===== config.mk =====
export PLATFORM = sky130hd
export DESIGN_NAME = tri_check_sched_flat
export DESIGN_NICKNAME = d
export VERILOG_FILES = /design/src/rtl/defines_package.sv /design/src/rtl/tri_check_sched_if.sv /design/src/rtl/tri_check_sched.sv /design/src/flat_wrapper.sv
export SDC_FILE = /design/constraint.sdc
export NUM_CORES = 1
export LEC_CHECK = 0
export ABC_AREA = 1
export CAP_MARGIN = 20
export CORE_AREA = 4 4 303 305
export DETAILED_ROUTE_END_ITERATION = 12
export DIE_AREA = 0 0 307 309
export GPL_TIMING_DRIVEN = 0
export PLACE_DENSITY = 0.42
export SYNTH_ARGS = -nofsm -noshare
export SYNTH_HDL_FRONTEND = slang
export SYNTH_SLANG_ARGS = --single-unit

===== constraint.sdc =====
create_clock -name clk -period 1.5 [get_ports clk]
set_clock_uncertainty 0.05 [all_clocks]
set_input_delay 0.225 -clock clk [delete_from_list [all_inputs] [get_ports clk]]
set_output_delay 0.225 -clock clk [all_outputs]
set_load 0.005 [all_outputs]

===== src/rtl/defines_package.sv =====
// Shared geometry types for the triangle pipeline, plus the scheduler's
// state encoding so checkers and benches can decode its debug output.
package defines_package;

  typedef struct packed {
    logic signed [15:0] x;
    logic signed [15:0] y;
    logic signed [15:0] z;
  } Vertex3D;

  typedef struct packed {
    Vertex3D v0;
    Vertex3D v1;
    Vertex3D v2;
  } Triangle3D;

  typedef enum logic [2:0] {
    IDLE      = 3'd0,
    CHECK     = 3'd1,
    SEND_RAST = 3'd2,
    SEND_CLIP = 3'd3,
    CULL      = 3'd4
  } tcs_state_e;

endpackage


===== src/rtl/tri_check_sched_if.sv =====
// Handshake and data bundle around the triangle check scheduler.
//
// Handshake rule for every channel here: a transfer happens on a rising
// clk edge where valid and ready are both high; once valid is raised the
// sender holds valid and data unchanged until that transfer.
interface tri_check_sched_if;
  import defines_package::*;

  logic [1:0]      src_valid;
  Triangle3D [1:0] src_tri;
  logic [1:0]      src_ready;

  Triangle3D       chk_tri;
  logic            chk_oob;

  logic            rast_valid;
  logic            rast_ready;
  Triangle3D       rast_tri;

  logic            clip_valid;
  logic            clip_ready;
  Triangle3D       clip_tri;

  modport slave (
    input  src_valid, src_tri, chk_oob, rast_ready, clip_ready,
    output src_ready, chk_tri, rast_valid, rast_tri, clip_valid, clip_tri
  );

  modport master (
    output src_valid, src_tri, chk_oob, rast_ready, clip_ready,
    input  src_ready, chk_tri, rast_valid, rast_tri, clip_valid, clip_tri
  );

endinterface


===== src/rtl/tri_check_sched.sv =====
// Arbitrates two triangle sources onto one shared bounds checker, then
// forwards each triangle to the rasterizer (in bounds), the clipper (out of
// bounds, clipping enabled) or drops it (out of bounds, clipping disabled).
module tri_check_sched
  import defines_package::*;
#(
  parameter int CNT_W = 16
) (
  input  logic             clk,
  input  logic             n_rst,
  tri_check_sched_if.slave bus,
  input  logic             clip_en,
  output logic             busy,
  output logic [CNT_W-1:0] cnt_accept,
  output logic [CNT_W-1:0] cnt_clip,
  output logic [CNT_W-1:0] cnt_cull,
  output tcs_state_e       dbg_state,
  output logic             dbg_rr_ptr
);

  tcs_state_e state, state_d;
  logic       rr_ptr;
  Triangle3D  tri_reg;
  logic [1:0] grant;
  logic       grant_idx;
  logic       xfer;

  function automatic logic [CNT_W-1:0] sat_inc(input logic [CNT_W-1:0] v);
    if (&v) return v;
    return v + {{(CNT_W-1){1'b0}}, 1'b1};
  endfunction

  // Round-robin grant: a lone requester always wins, a tie goes to rr_ptr.
  always_comb begin
    grant = 2'b00;
    case (bus.src_valid)
      2'b01:   grant = 2'b01;
      2'b10:   grant = 2'b10;
      2'b11:   grant = rr_ptr ? 2'b10 : 2'b01;
      default: grant = 2'b00;
    endcase
  end

  // Ready only from IDLE, and never while reset is held.
  assign bus.src_ready = (state == IDLE && n_rst) ? grant : 2'b00;
  assign grant_idx     = grant[1];
  assign xfer          = |(bus.src_valid & bus.src_ready);

  // Next-state logic; routing is decided once in CHECK and then frozen.
  always_comb begin
    state_d = state;
    case (state)
      IDLE:      if (xfer) state_d = CHECK;
      CHECK: begin
        if (!bus.chk_oob) state_d = SEND_RAST;
        else if (clip_en) state_d = SEND_CLIP;
        else              state_d = CULL;
      end
      SEND_RAST: if (bus.rast_ready) state_d = IDLE;
      SEND_CLIP: if (bus.clip_ready) state_d = IDLE;
      CULL:      state_d = IDLE;
      default:   state_d = IDLE;
    endcase
  end

  // State register, capture of the granted triangle, and saturating counters.
  always_ff @(posedge clk) begin
    if (!n_rst) begin
      state      <= IDLE;
      rr_ptr     <= 1'b0;
      tri_reg    <= '0;
      cnt_accept <= '0;
      cnt_clip   <= '0;
      cnt_cull   <= '0;
    end else begin
      state <= state_d;
      if (xfer) begin
        tri_reg    <= bus.src_tri[grant_idx];
        rr_ptr     <= ~grant_idx;
        cnt_accept <= sat_inc(cnt_accept);
      end
      if (state == SEND_CLIP && bus.clip_ready) cnt_clip <= sat_inc(cnt_clip);
      if (state == CULL) cnt_cull <= sat_inc(cnt_cull);
    end
  end

  assign bus.chk_tri    = tri_reg;
  assign bus.rast_tri   = tri_reg;
  assign bus.clip_tri   = tri_reg;
  assign bus.rast_valid = (state == SEND_RAST);
  assign bus.clip_valid = (state == SEND_CLIP);
  assign busy           = (state != IDLE);
  assign dbg_state      = state;
  assign dbg_rr_ptr     = rr_ptr;

endmodule


===== src/flat_wrapper.sv =====
// flat-port wrapper written by rule: the top's interface ports become plain ports
module tri_check_sched_flat import defines_package::*;
#(
  parameter int CNT_W = 16
)
  (clk, n_rst, clip_en, busy, cnt_accept, cnt_clip, cnt_cull, dbg_state, dbg_rr_ptr, bus_src_valid, bus_src_tri, bus_chk_oob, bus_rast_ready, bus_clip_ready, bus_src_ready, bus_chk_tri, bus_rast_valid, bus_rast_tri, bus_clip_valid, bus_clip_tri);
  tri_check_sched_if bus_i ();
  input  logic clk;
  input  logic n_rst;
  input  logic clip_en;
  output logic busy;
  output logic [CNT_W-1:0] cnt_accept;
  output logic [CNT_W-1:0] cnt_clip;
  output logic [CNT_W-1:0] cnt_cull;
  output tcs_state_e dbg_state;
  output logic dbg_rr_ptr;
  input wire logic [$bits(bus_i.src_valid)-1:0] bus_src_valid;
  input wire logic [$bits(bus_i.src_tri)-1:0] bus_src_tri;
  input wire logic [$bits(bus_i.chk_oob)-1:0] bus_chk_oob;
  input wire logic [$bits(bus_i.rast_ready)-1:0] bus_rast_ready;
  input wire logic [$bits(bus_i.clip_ready)-1:0] bus_clip_ready;
  output wire logic [$bits(bus_i.src_ready)-1:0] bus_src_ready;
  output wire logic [$bits(bus_i.chk_tri)-1:0] bus_chk_tri;
  output wire logic [$bits(bus_i.rast_valid)-1:0] bus_rast_valid;
  output wire logic [$bits(bus_i.rast_tri)-1:0] bus_rast_tri;
  output wire logic [$bits(bus_i.clip_valid)-1:0] bus_clip_valid;
  output wire logic [$bits(bus_i.clip_tri)-1:0] bus_clip_tri;
  assign bus_i.src_valid = bus_src_valid;
  assign bus_i.src_tri = bus_src_tri;
  assign bus_i.chk_oob = bus_chk_oob;
  assign bus_i.rast_ready = bus_rast_ready;
  assign bus_i.clip_ready = bus_clip_ready;
  assign bus_src_ready = bus_i.src_ready;
  assign bus_chk_tri = bus_i.chk_tri;
  assign bus_rast_valid = bus_i.rast_valid;
  assign bus_rast_tri = bus_i.rast_tri;
  assign bus_clip_valid = bus_i.clip_valid;
  assign bus_clip_tri = bus_i.clip_tri;
  tri_check_sched #(.CNT_W(CNT_W)) u_core (.clk(clk), .n_rst(n_rst), .bus(bus_i), .clip_en(clip_en), .busy(busy), .cnt_accept(cnt_accept), .cnt_clip(cnt_clip), .cnt_cull(cnt_cull), .dbg_state(dbg_state), .dbg_rr_ptr(dbg_rr_ptr));
endmodule

# Word level (Yosys, flattened, before mapping)
# Index checks and enable logic that the tools add are counted.
[word_totals] in_bits=296 ram_bits=0 mem_count=0 wordCells=68 register_bits=196 mem_bits_ro=0 latchBits=0
[classes] add_sub_neg=3 n_mul=0 n_reduce_logical=12 bitwise_logic=2 shift=0 eq_ne=13 muxes=23 n_lt_le_gt_ge=1 n_div=0
[op_table] op="$mux 144" count=2
[op_table] op="$add 16x1->16 const B" count=3
[op_table] op="$mux 16" count=3
[op_table] op="$reduce_and 16->1" count=3
[op_table] op="$mux 3" count=5
[op_table] op="$pmux 3 s4" count=1
[op_table] op="$ne 2x2->1 const B" count=5
[op_table] op="$mux 1" count=9
[op_table] op="$eq 3x2->1 const B" count=2
[op_table] op="$pmux 2 s3" count=1
[op_table] op="$reduce_and 2->1" count=3
[op_table] op="$eq 2x2->1 const B" count=2
[op_table] op="$mux 2" count=2
[op_table] op="$eq 3x1->1 const B" count=1
[op_table] op="$eq 3x3->1 const B" count=1
[op_table] op="$logic_not 3->1" count=1
[op_table] op="$reduce_and 3->1" count=1
[op_table] op="$reduce_bool 3->1" count=1
[op_table] op="$and 2x2->2" count=1
[op_table] op="$eq 2x1->1 const B" count=1
[op_table] op="$logic_and 1x1->1" count=2
[op_table] op="$lt 1x2->1 const B" count=1
[op_table] op="$ne 2x1->1 const B" count=1
[op_table] op="$reduce_or 2->1" count=1
[op_table] op="$not 1->1" count=1

# Depth between registers and ports, before layout
# Gate-level depths: netlist of the first run.
[depth] depth_word=9 mapped_depth=10

# Least setup slack after synthesis of the first run
# No wires, ideal clock.
[synth_timing] path_type="register -> register" start="register u_core.cnt_accept[0]" end="register u_core.cnt_accept[1]" path_stages_with_launch=10 synth_period_minus_slack_ns=1.630 setup_time_ns=0.116 required_time_ns=1.334 slack_ns=-0.130 arrival_ns=1.464 path_cell_list="dfxtp_1 ha_1 nand2_1 nor2_1 nand2_1 nor2_1 nor2_4 buf_6 nor2_1 nor2_1"
[synth_between] elab_chain_cells=6 word_cells_on_any_way=8
[synth_lines] item="start, declared" line_no="tri_check_sched.sv:14" text="output logic [CNT_W-1:0] cnt_accept,"
[synth_lines] item="start signal, assigned" line_no="tri_check_sched.sv:80" text="cnt_accept <= sat_inc(cnt_accept);"
[synth_lines] item="$reduce_and 16->1" line_no="tri_check_sched.sv:29" text="if (&v) return v;"
[synth_lines] item="$mux 1" line_no="tri_check_sched.sv:29"
[synth_lines] item="$mux 1" line_no="tri_check_sched.sv:77" text="if (xfer) begin"
[synth_lines] item="$mux 1" line_no="tri_check_sched.sv:68" text="if (!n_rst) begin"
[synth_lines] item="$ne 2x2->1 (no source line)"
[synth_lines] item="$reduce_and 2->1 (no source line)"
# Several ways; a longest one is shown, not always the timed one. The select of a mux whose other input is x is not followed.
# A chain may end at the register's enable or synchronous reset.

# Final worst setup path of the first run
[layout_timing] start="register u_core.rr_ptr, in the netlist u_core.dbg_rr_ptr" end="register u_core.tri_reg (netlist bit u_core.bus.chk_tri[77])"
[layout_between] elab_chain_cells=5 word_cells_on_any_way=7
[layout_lines] item="start, declared" line_no="tri_check_sched.sv:22" text="logic rr_ptr;"
[layout_lines] item="start signal, assigned" line_no="tri_check_sched.sv:79" text="rr_ptr <= ~grant_idx;"
[layout_lines] item="$mux 2 *" line_no="tri_check_sched.sv:39" text="2'b11: grant = rr_ptr ? 2'b10 : 2'b01;"
[layout_lines] item="$pmux 2 s3 *" line_no="tri_check_sched.sv:36" text="case (bus.src_valid)"
[layout_lines] item="$mux 2" line_no="tri_check_sched.sv:45" text="assign bus.src_ready = (state == IDLE && n_rst) ? grant : 2'b00;"
[layout_lines] item="$and 2x2->2" line_no="tri_check_sched.sv:47" text="assign xfer = |(bus.src_valid & bus.src_ready);"
[layout_lines] item="$reduce_or 2->1" line_no="tri_check_sched.sv:47"
[layout_lines] item="end signal, assigned" line_no="tri_check_sched.sv:78" text="tri_reg <= bus.src_tri[grant_idx];"
[layout_lines] item="end, declared" line_no="tri_check_sched.sv:23" text="Triangle3D tri_reg;"
# Every way passes the cells marked *; elsewhere a longest branch is shown, timed or not. The select of a mux whose other input is x is not followed.

==> impl_results.md, run 1 <==
* Worst-path cell chain: o21ai_4, buf_12, clkinv_16, buf_4, clkbuf_1, o21ai_0, a21oi_1
* Register clock-pin slew on the reported worst setup and hold paths at 80 ps
* Mapped Cells at 1,587
* Post-synth top flop: dfxtp_1
* Seq cells post-synth at 196
* Post-synthesis xor/xnor area fraction at 0.01387
* Cell Rows at 110
* Die width at 307 µm
* Hold Buf Count CTS at 0
* Fin area at 24,690 µm²
* Total CTS buffers at 17
* Die Span Y at 309 µm
* RSZ-0062 raised after global routing: true
* PortBufs at 784
* Synth Area in Compound Gates at 0.1378
* Worst-skew pair later-pin latency at 500 ps
* Crit path largest cell delay at 450 ps
* Top delay family on crit path: compound AO/OA/AOI/OAI gates
* Filler cells at 9,781
* Hpwl dp at 62,900 µm
* Starting Density at 0.1272
* Async SR Flop Fraction at 0
* Clk sinks at 196
* Setup CP Type: reg -> reg
* Simple logic cell fraction of the synthesized area at 0.2488
* Setup ws final at -422.0 ps
* Final setup violation count at 254
* Buf+Inv Stages, Crit Path at 4
* Most common cell after layout, fill and taps aside: buf_4
* Slowest CP cell: o21ai_0
* CP max FO at 10
* Placed insts at 3,547
* Vias at 14,106
* Layout cells sized above 1 at 0.3618
* Peak VDD IR at 863.0 µV
* Multi-input combinational cell area at 5343 µm²
* Slew margin rel. at 0.5099
* Number of global-route vias before repair at 13,556
* Leak pwr at 14.08 nW
* Worst Hold Class: in -> reg
* Htree depth at 4
* Tcrit/Tclk final at 1.281
* Area occupied by registers at 4537 µm²
* DR DRC count at 0
* WL per Instance at 21.76 µm
* Required @ worst endpoint at 1830 ps
* Area Overhead vs Synth at 117.2%
* Drt pass-1 iters at 5
* Mapped Area at 11,370 µm²
* CTS tree: done
* Total Die Area at 94,860 µm²
* Clock root buffer: clkbuf_16
* Syn_nets at 1,886
* Final ANT Viol Nets at 0
* Ports at 785
* Finished Layout Cells at 3,676
* Final wirelength at 79,980 µm
* Slew Limit Fails at 0
* Global-route wire length before repair at 105,800 µm
* Largest net degree at the start of global routing at 20
* Grt ovf at 0
* Max Cap Violations at 0
* Nets at 2,776
* Sequential-to-total area share from yosys stat at 0.3452
* Crit. End Element: flop
* Final min period at 1922 ps
* Adder-Cell Fraction of Synth Area at 0.003303
* Post-synthesis cell type count at 28
* Syn avg cell area at 7.162 µm²
* Power density over the cells at 1223 nW/µm²
* Failing checks: setup timing
* Commonest non-fill, non-tap cells in the layout: 430 x buf_4, 353 x clkdlybuf4s50_1, 341 x dlymetal6s2s_1
* Setup TNS at -43,950 ps
* Status: complete, but fails checks
* Routability cong. at 0.7828
* Count of final hold-check violations at 0
* Yosys warning count at 0
* Fmax at 520.3 MHz
* Routed vias/inst at 3.837
* Initial antenna violation count at 34
* Placed inst area at 20,710 µm²
* Multiplexer area fraction after synthesis at 0
* Worst-margin pin slew at 735.1 ps
* Startpoint types: flop
* Tot Pwr at 30.20 mW
* DR iter-0 viols at 617
* Worst path arrival time at 2250 ps
* Post-synth EDFFs at 0
* Largest family of logic cells by synthesized area: buffers and inverters
* Final core utilization at 0.2764
* Placeable Area at 89,320 µm²
* Total track usage at 0.1569
* Max Root-Sink Buffers at 2
-- where the power goes --
group	switching (mW)	total (mW)	internal, mW
Sequential	1.87	8.88	7.00
Clock	2.64	4.85	2.21
Combinational	6.12	16.5	10.4
Total	10.6	30.2	19.6
-- Yosys cell counts (2+ instances only) --
library cell	number	area share
o21ai_0	123	0.054
nor2_1	80	0.026
clkinv_1	3	0.00099
ha_1	3	0.0033
dfxtp_1	196	0.35
nand3_1	147	0.065
xnor2_1	7	0.0054
buf_1	11	0.0036
o21bai_1	3	0.0020
clkbuf_1	39	0.013
nand2_1	161	0.053
xor2_1	11	0.0085
inv_1	47	0.016
nand3b_1	2	0.0013
o21ai_2	2	0.0015
buf_4	298	0.20
buf_2	45	0.020
nand4_1	16	0.0088
nor3_1	202	0.089
nor2_2	3	0.0017
a21oi_1	181	0.080
-- path summary, 6_finish.rpt --
kind	startpoint	endpoint	depth (start not counted)	slack (ps)
hold reg to reg	u_core.bus.chk_tri[83]	u_core.bus.chk_tri[83]	2	440
setup reg to reg	u_core.dbg_rr_ptr	u_core.bus.chk_tri[77]	7	-420
hold / removal	clip_en	u_core.dbg_state[2]	2	260
setup / recovery	u_core.dbg_rr_ptr	u_core.bus.chk_tri[77]	7	-420
-- through the flow --
step                hold WS [ps]  worst slack (ps)
floorplan                  250.9             2.491
global placement           461.3             -1914
detailed placement         461.7             -1903
CTS                        220.0            -489.8
global route               232.6            -509.5
finish                     256.5            -422.0
-- worst register-to-register path, stage by stage, from the launching register on --
cell and delay [ps]:
dfxtp_4 360, o21ai_4 140, buf_12 160, clkinv_16 70
buf_4 210, clkbuf_1 220, o21ai_0 460, a21oi_1 140
-- per-layer routing --
layer | routed length, µm | vias to the layer above | share of wire | global-route usage
met1 | 33420 | 6599 | 0.42 | 0.1924
met3 | 6434 | 53 | 0.080 | 0.05477
li1 | - | 6916 | - | -
met2 | 38970 | 520 | 0.49 | 0.2650
met4 | 1022 | 18 | 0.013 | 0.03663
met5 | 127 | - | 0.0016 | 0
-- cell families (layout without fill, tap and decap cells) --
| family | Yosys count | count (layout) |
|---|---|---|
| fa+ha+maj | 3 | 3 |
| flops | 196 | 196 |
| buf+inv | 445 | 1348 |
| simple gates | 615 | 615 |
| compound gates | 310 | 310 |
| other cells | 0 | 10 |
| xor+xnor | 18 | 18 |
-- flip-flops by register name (all words and copies together), names as in the netlist --
signal / flops
u_core.cnt_cull: 16
u_core.dbg_state: 3
u_core.dbg_rr_ptr: 1
u_core.cnt_clip: 16
u_core.cnt_accept: 16
u_core.bus.chk_tri: 144
-- layout make-up --
| class | count | area share |
|---|---|---|
| Tap cell | 1176 | 0.05959 |
| Timing Repair Buffer | 871 | 0.3805 |
| Inverter | 51 | 0.009070 |
| Buffer | 394 | 0.1266 |
| Multi-Input combinational cell | 946 | 0.2164 |
| Sequential cell | 196 | 0.1837 |
| Antenna cell | 10 | 0.001013 |
| Clock buffer | 18 | 0.01738 |
| Clock inverter | 14 | 0.005726 |
-- repair_timing --
item	4_1_cts	5_1_grt
cloned	6	4
pin swaps	13	27
gates resized for setup	428	732
setup endpoints to repair	685	612
setup buffers	23	54
Power figures use the tool's default switching activity.
==> run 2, diff against run 1 <==
--- a/config.mk
+++ b/config.mk
@@ -12,6 +12,7 @@
 export DIE_AREA = 0 0 307 309
 export GPL_TIMING_DRIVEN = 0
 export PLACE_DENSITY = 0.42
+export REMOVE_ABC_BUFFERS = 1
 export SYNTH_ARGS = -nofsm -noshare
 export SYNTH_HDL_FRONTEND = slang
 export SYNTH_SLANG_ARGS = --single-unit
==> run 2 against run 1 <==
Effect of this change: via count grew 0.33%; maximum frequency shrank 8.8%; largest power group unchanged; die area is the same; global-route usage grew 1.0 points; worst hold slack lost 210 ps; critical path depth grew 1; sequential power shrank 4.6%; utilization shrank 1.9 points; cell area shrank 6.8%; the run still ends with setup timing left; final cell count shrank 5.0%.
==> impl_results.md, run 2 (same netlist as run 1, synthesis figures left out) <==
* Worst Hold Class: in -> reg
* Largest net degree at the start of global routing at 95 (+380%)
* Placeable Area at 89,320 µm² (unchanged)
* Drt pass-1 iters at 5 (unchanged)
* Initial antenna violation count at 17 (-50%)
* RSZ-0062 raised after global routing: true
* WL per Instance at 23.56 µm (+8.3%)
* Register clock-pin slew on the reported worst setup and hold paths at 70 ps (about the same)
* Worst-path cell chain: o21ai_4, clkbuf_16, buf_16, buf_16, clkinv_16, buf_16, nor2_4, buf_2
* Crit path largest cell delay at 340 ps (-110 ps)
* Total Die Area at 94,860 µm² (unchanged)
* Area occupied by registers at 4483 µm² (-1.2%)
* Slew Limit Fails at 0 (unchanged)
* Final wirelength at 82,260 µm (+2.9%)
* Clk sinks at 196 (unchanged)
* Layout cells sized above 1 at 0.3190 (-0.04280)
* Multi-input combinational cell area at 5434 µm² (+1.7%)
* Startpoint types: flop
* Worst Hold Path EP: u_core.cnt_accept[0]
* Reg2reg end: u_core.bus.chk_tri[131]
* Vias at 14,152 (+0.33%)
* Hold Path Cell Cnt at 3 (+1)
* Power density over the cells at 1305 nW/µm² (+6.7%)
* Global-route wire length before repair at 112,300 µm (+6.1%)
* Status: complete, but fails checks
* Worst-skew pair later-pin latency at 510 ps (about the same)
* R2R cell count at 9 (+2)
* Filler cells at 9,889 (+1.1%)
* Hpwl dp at 48,600 µm (-23%)
* Peak VDD IR at 918.9 µV (+6.5%)
* Failing checks: setup timing
* Commonest non-fill, non-tap cells in the layout: 384 x dlygate4sd2_1, 294 x clkdlybuf4s50_1, 176 x buf_4
* PortBufs at 784 (unchanged)
* Fmax at 474.4 MHz (-8.8%)
* CP max FO at 2 (-8)
* DR iter-0 viols at 705 (+14%)
* Required @ worst endpoint at 1220 ps (-610 ps)
* Die Span Y at 309 µm (unchanged)
* Tcrit/Tclk final at 1.405 (+0.1239)
* Routed vias/inst at 4.053 (+5.6%)
* Worst Setup SP: u_core.dbg_rr_ptr
* Final setup violation count at 334 (+31%)
* Grt ovf at 0 (unchanged)
* Final ANT Viol Nets at 0 (unchanged)
* Nets at 2,596 (-6.5%)
* DR DRC count at 0 (unchanged)
* Reg-to-reg critical path startpoint: u_core.dbg_rr_ptr
* Cell Rows at 110 (unchanged)
* Setup CP Type: reg -> out
* Worst path arrival time at 1830 ps (-420 ps)
* CTS tree: done
* Clock root buffer: clkbuf_16
* Slowest CP cell: dfxtp_2
* Count of final hold-check violations at 0 (unchanged)
* Max Root-Sink Buffers at 2 (unchanged)
* Worst reg-to-reg setup slack at -600 ps (-180 ps)
* Hold Buf Count CTS at 0 (unchanged)
* Htree depth at 4 (unchanged)
* Final min period at 2108 ps (+185.8 ps)
* Number of global-route vias before repair at 14,636 (+8.0%)
* Setup ws final at -607.8 ps (-185.8 ps)
* Total CTS buffers at 17 (unchanged)
* Setup TNS at -79,910 ps (-35,960 ps)
* Worst hold path startpoint: n_rst
* Area Overhead vs Synth at 102.4%
* Worst-margin pin slew at 705.7 ps (-29.44 ps)
* Leak pwr at 9.838 nW (-30%)
* Total track usage at 0.1672 (+0.01031)
* Max FFs per register at 144 (unchanged)
* Slew margin rel. at 0.5295 (+0.01963)
* Starting Density at 0.1272 (unchanged)
* Final core utilization at 0.2575 (-0.01892)
* Crit. End Element: primary output
* Ports at 785 (unchanged)
* Routability cong. at 0.7845 (+0.22%)
* Max Cap Violations at 0 (unchanged)
* CP most frequent cell: buf_16
* Most common cell after layout, fill and taps aside: dlygate4sd2_1
* Die width at 307 µm (unchanged)
run 2: changes by cell type in the layout (fill, tap and decap cells not counted), moves of 52 or more:
| cell | previous run | this run |
|---|---|---|
| o21ai_0 | 117 | 65 |
| dlymetal6s2s_1 | 341 | 1 |
| buf_4 | 430 | 176 |
| clkdlybuf4s50_1 | 353 | 294 |
| dlygate4sd2_1 | 3 | 384 |
run 2: cell type report:
cell class / count / area share
well taps: 1176 / 0.06397
repair buffers: 1078 / 0.4677
clock inverters: 11 / 0.004460
clock buffers: 21 / 0.02002
multi-input cells: 951 / 0.2362
inverters: 51 / 0.01001
repair inverters: 2 / 0.002013
flip-flops and latches: 196 / 0.1949
diodes: 6 / 0.0006527
run 2: per-stage QoR:
stage	instances	hold WS, ps	worst slack (ps)	power [mW]	area (µm²)
after floorplan	1193	250.9	-6937	9.912	8705
after global placement	3153	450.0	-28220	16.31	18020
after detailed placement	3169	457.8	-2560	20.80	18430
after CTS	3479	25.35	-687.3	30.12	22630
after global routing	3490	44.63	-722.5	31.66	23000
final	3492	41.64	-607.8	30.01	23000
run 2: repair_timing:
action | 4_1_cts | 5_1_grt
buffers inserted | 243 | 11
endpoints found under the setup margin | 682 | 397
cloned | 35 | 0
pin swaps | 64 | 21
gates resized for setup | 1306 | 95
run 2: worst max path at each step:
stage	slack (ps)	to	cells after the start
after global routing	-720	bus_src_ready[0]	8
after floorplan	-6940	u_core.cnt_accept[1]	6
after detailed placement	-2560	bus_src_ready[0]	10
after global placement	-28220	u_core.cnt_accept[1]	6
final	-610	bus_src_ready[0]	8
after CTS	-690	bus_src_ready[0]	8
run 2: critical path, delay by kind of cell, from the launching register on:
family / cells / cell delay [ps]
AND/OR/NAND/NOR: 1 / 90
buffers and inverters: 6 / 720
flip-flops: 1 / 340
AO/OA/AOI/OAI: 1 / 150
run 2: per-layer routing:
metal,global-route usage,vias up,wire (µm)
met1,0.2088,6907,35160
met5,0,-,32
met4,0.05189,4,2212
met3,0.03738,93,4708
li1,-,6548,-
met2,0.2875,600,40150
run 2: power by group:
group	switching [mW]	leakage (nW)	total, mW	internal, mW
clock	2.51	0.269	4.89	2.38
combinational	7.56	7.85	16.6	9.09
sequential	1.52	1.72	8.47	6.95
==> run 3, diff against run 2 <==
--- a/config.mk
+++ b/config.mk
@@ -11,6 +11,7 @@
 export DETAILED_ROUTE_END_ITERATION = 12
 export DIE_AREA = 0 0 307 309
 export GPL_TIMING_DRIVEN = 0
+export HOLD_SLACK_MARGIN = 0.12
 export PLACE_DENSITY = 0.42
 export REMOVE_ABC_BUFFERS = 1
 export SYNTH_ARGS = -nofsm -noshare
==> run 3 against run 2 <==
Effect of this change: the run still ends with setup timing left; combinational power grew 5%; routed wire length grew 6.8%; power grew 2.8%; die area is the same; setup slack lost 2.7 ps; cell area grew 3.7%; worst hold slack gained 190 ps; clock power is essentially flat; global-route usage grew 0.30 points; via count grew 2.3%; first-iteration DRC count grew 16%; largest power group unchanged; maximum frequency shrank 0.13%.
==> impl_results.md, run 3 (same netlist as run 1, synthesis figures left out) <==
* Status: complete, but fails checks
* Failing checks: setup timing
* Crit. End Element: primary output
* Commonest non-fill, non-tap cells in the layout: 385 x dlygate4sd2_1, 294 x clkdlybuf4s50_1, 184 x buf_4
* Worst-skew pair later-pin latency at 510 ps (about the same)
* Crit path largest cell delay at 340 ps (about the same)
* Fmax at 473.8 MHz (-0.13%)
* DR DRC count at 0 (unchanged)
* M1 WL at 36,420 µm (+3.6%)
* Slew margin rel. at 0.4903 (-0.03920)
* Final ANT Viol Nets at 0 (unchanged)
* Startpoint types: flop
* Required @ worst endpoint at 1220 ps (about the same)
* Grt ovf at 0 (unchanged)
* Clock root buffer: clkbuf_16
* Power density over the cells at 1293 nW/µm² (-0.90%)
* Global-route wire length before repair at 113,900 µm (+1.5%)
* Drt pass-1 iters at 5 (unchanged)
* CP max FO at 2 (unchanged)
* Ports at 785 (unchanged)
* Die width at 307 µm (unchanged)
* CTS tree: done
* WL met3 at 5764 µm (+22%)
* Max Root-Sink Buffers at 2 (unchanged)
* Worst-margin pin slew at 762.0 ps (+56.29 ps)
* Clk sinks at 196 (unchanged)
* Largest net degree at the start of global routing at 95 (unchanged)
* Filler cells at 9,804 (-0.86%)
* Placed inst area at 18,430 µm² (unchanged)
* Worst path arrival time at 1840 ps (about the same)
* Smallest hold slack at 234.9 ps (+193.3 ps)
* Slowest CP cell: dfxtp_2
* Worst-path cell chain: o21ai_4, clkbuf_16, buf_16, buf_16, clkinv_16, buf_16, nor2_4, buf_2
* DR iter-0 viols at 820 (+16%)
* Vias at 14,476 (+2.3%)
* RSZ-0062 raised after global routing: true
* Total CTS buffers at 17 (unchanged)
* CP most frequent cell: buf_16
* Final setup violation count at 337 (+0.90%)
* Tot Pwr at 30.84 mW (+2.8%)
* Hpwl dp at 48,600 µm (unchanged)
* Fin area at 23,850 µm² (+3.7%)
* Met2 WL at 43,460 µm (+8.3%)
* Count of final hold-check violations at 0 (unchanged)
* Cell Rows at 110 (unchanged)
* Placeable Area at 89,320 µm² (unchanged)
* Initial antenna violation count at 19 (+2)
* Layout cells sized above 1 at 0.3454 (+0.02637)
* Die Span Y at 309 µm (unchanged)
* Area Overhead vs Synth at 109.9%
* Peak VDD IR at 915.4 µV (-0.38%)
* Setup CP Type: reg -> out
* Routability cong. at 0.7845 (unchanged)
* Most common cell after layout, fill and taps aside: dlygate4sd2_1
* Final min period at 2111 ps (+2.723 ps)
* Worst Hold Class: in -> reg
* Leak pwr at 10.22 nW (+3.8%)
* Nets at 2,631 (+1.3%)
* Starting Density at 0.1272 (unchanged)
* Htree depth at 4 (unchanged)
* Routed vias/inst at 4.103 (+1.2%)
* PortBufs at 784 (unchanged)
* Register clock-pin slew on the reported worst setup and hold paths at 80 ps (about the same)
* WL per Instance at 24.90 µm (+5.7%)
* Max FFs per register at 144 (unchanged)
* Highest routed metal layer: met5
* Number of global-route vias before repair at 14,711 (+0.51%)
* Total track usage at 0.1702 (+0.003020)
* Total Die Area at 94,860 µm² (unchanged)
* Final wirelength at 87,840 µm (+6.8%)
* Tcrit/Tclk final at 1.407 (+0.001815)
* Slew Limit Fails at 0 (unchanged)
* Max Cap Violations at 0 (unchanged)
* Setup ws final at -610.5 ps (-2.723 ps)
==> run 3: what timing repair did <==
item	in CTS	in global routing
hold buffers	5	0
resized for setup	1306	197
hold endpoints to repair	10	0
pin swaps	64	33
setup endpoints to repair	682	398
gates cloned	35	13
buffers inserted	243	29
==> run 3: worst paths after layout <==
kind                                          from                      end  slack (ps)  cells after the start
worst max-delay path             u_core.dbg_rr_ptr         bus_src_ready[0]        -610                      8
worst min-delay path                         n_rst       u_core.cnt_clip[7]         230                      3
worst max register to register   u_core.dbg_rr_ptr  u_core.bus.chk_tri[131]        -580                      9
worst min register to register  u_core.cnt_cull[8]       u_core.cnt_cull[8]         440                      2
==> run 3: worst max-delay path, delay by kind of cell (launching register included) <==
kind            cells  cell delay, ps
buf+inv             6             740
compound gates      1             150
simple gates        1              80
flops               1             340
==> run 3: metal layers <==
metal,vias to the layer above,GRT usage
met1,7101,0.2111
li1,6618,-
met3,99,0.03772
met2,654,0.2949
met4,4,0.05287
met5,-,0
==> run 3: report_power, final <==
| group | total (mW) | internal, mW | switching [mW] |
|---|---|---|---|
| Clock | 4.92 | 2.38 | 2.54 |
| Sequential | 8.47 | 6.95 | 1.52 |
| Combinational | 17.4 | 9.47 | 7.98 |
==> run 3: area by class of cell <==
cell class              count  area (µm²)  area share
repair inverters           10       224.0    0.009390
well taps                1176        1471     0.06169
multi-input cells         951        5662      0.2374
diodes                      7       17.52   0.0007344
inverters                  51       230.2    0.009652
clock inverters            11       102.6    0.004302
repair buffers           1105       11200      0.4696
flip-flops and latches    196        4483      0.1880
clock buffers              21       460.4     0.01930
==> run 3: stage by stage <==
stage,utilization,instances,TNS [ps],setup WS [ps]
2_1_floorplan,-,1193,-1036290,-6937
3_3_place_gp,0.2018,3153,-4561480,-28220
3_5_place_dp,0.2064,3169,-300840,-2560
4_1_cts,0.2541,3484,-97750,-686.5
5_1_grt,0.2670,3526,-107550,-719.6
6_report,0.2670,3528,-77720,-610.5
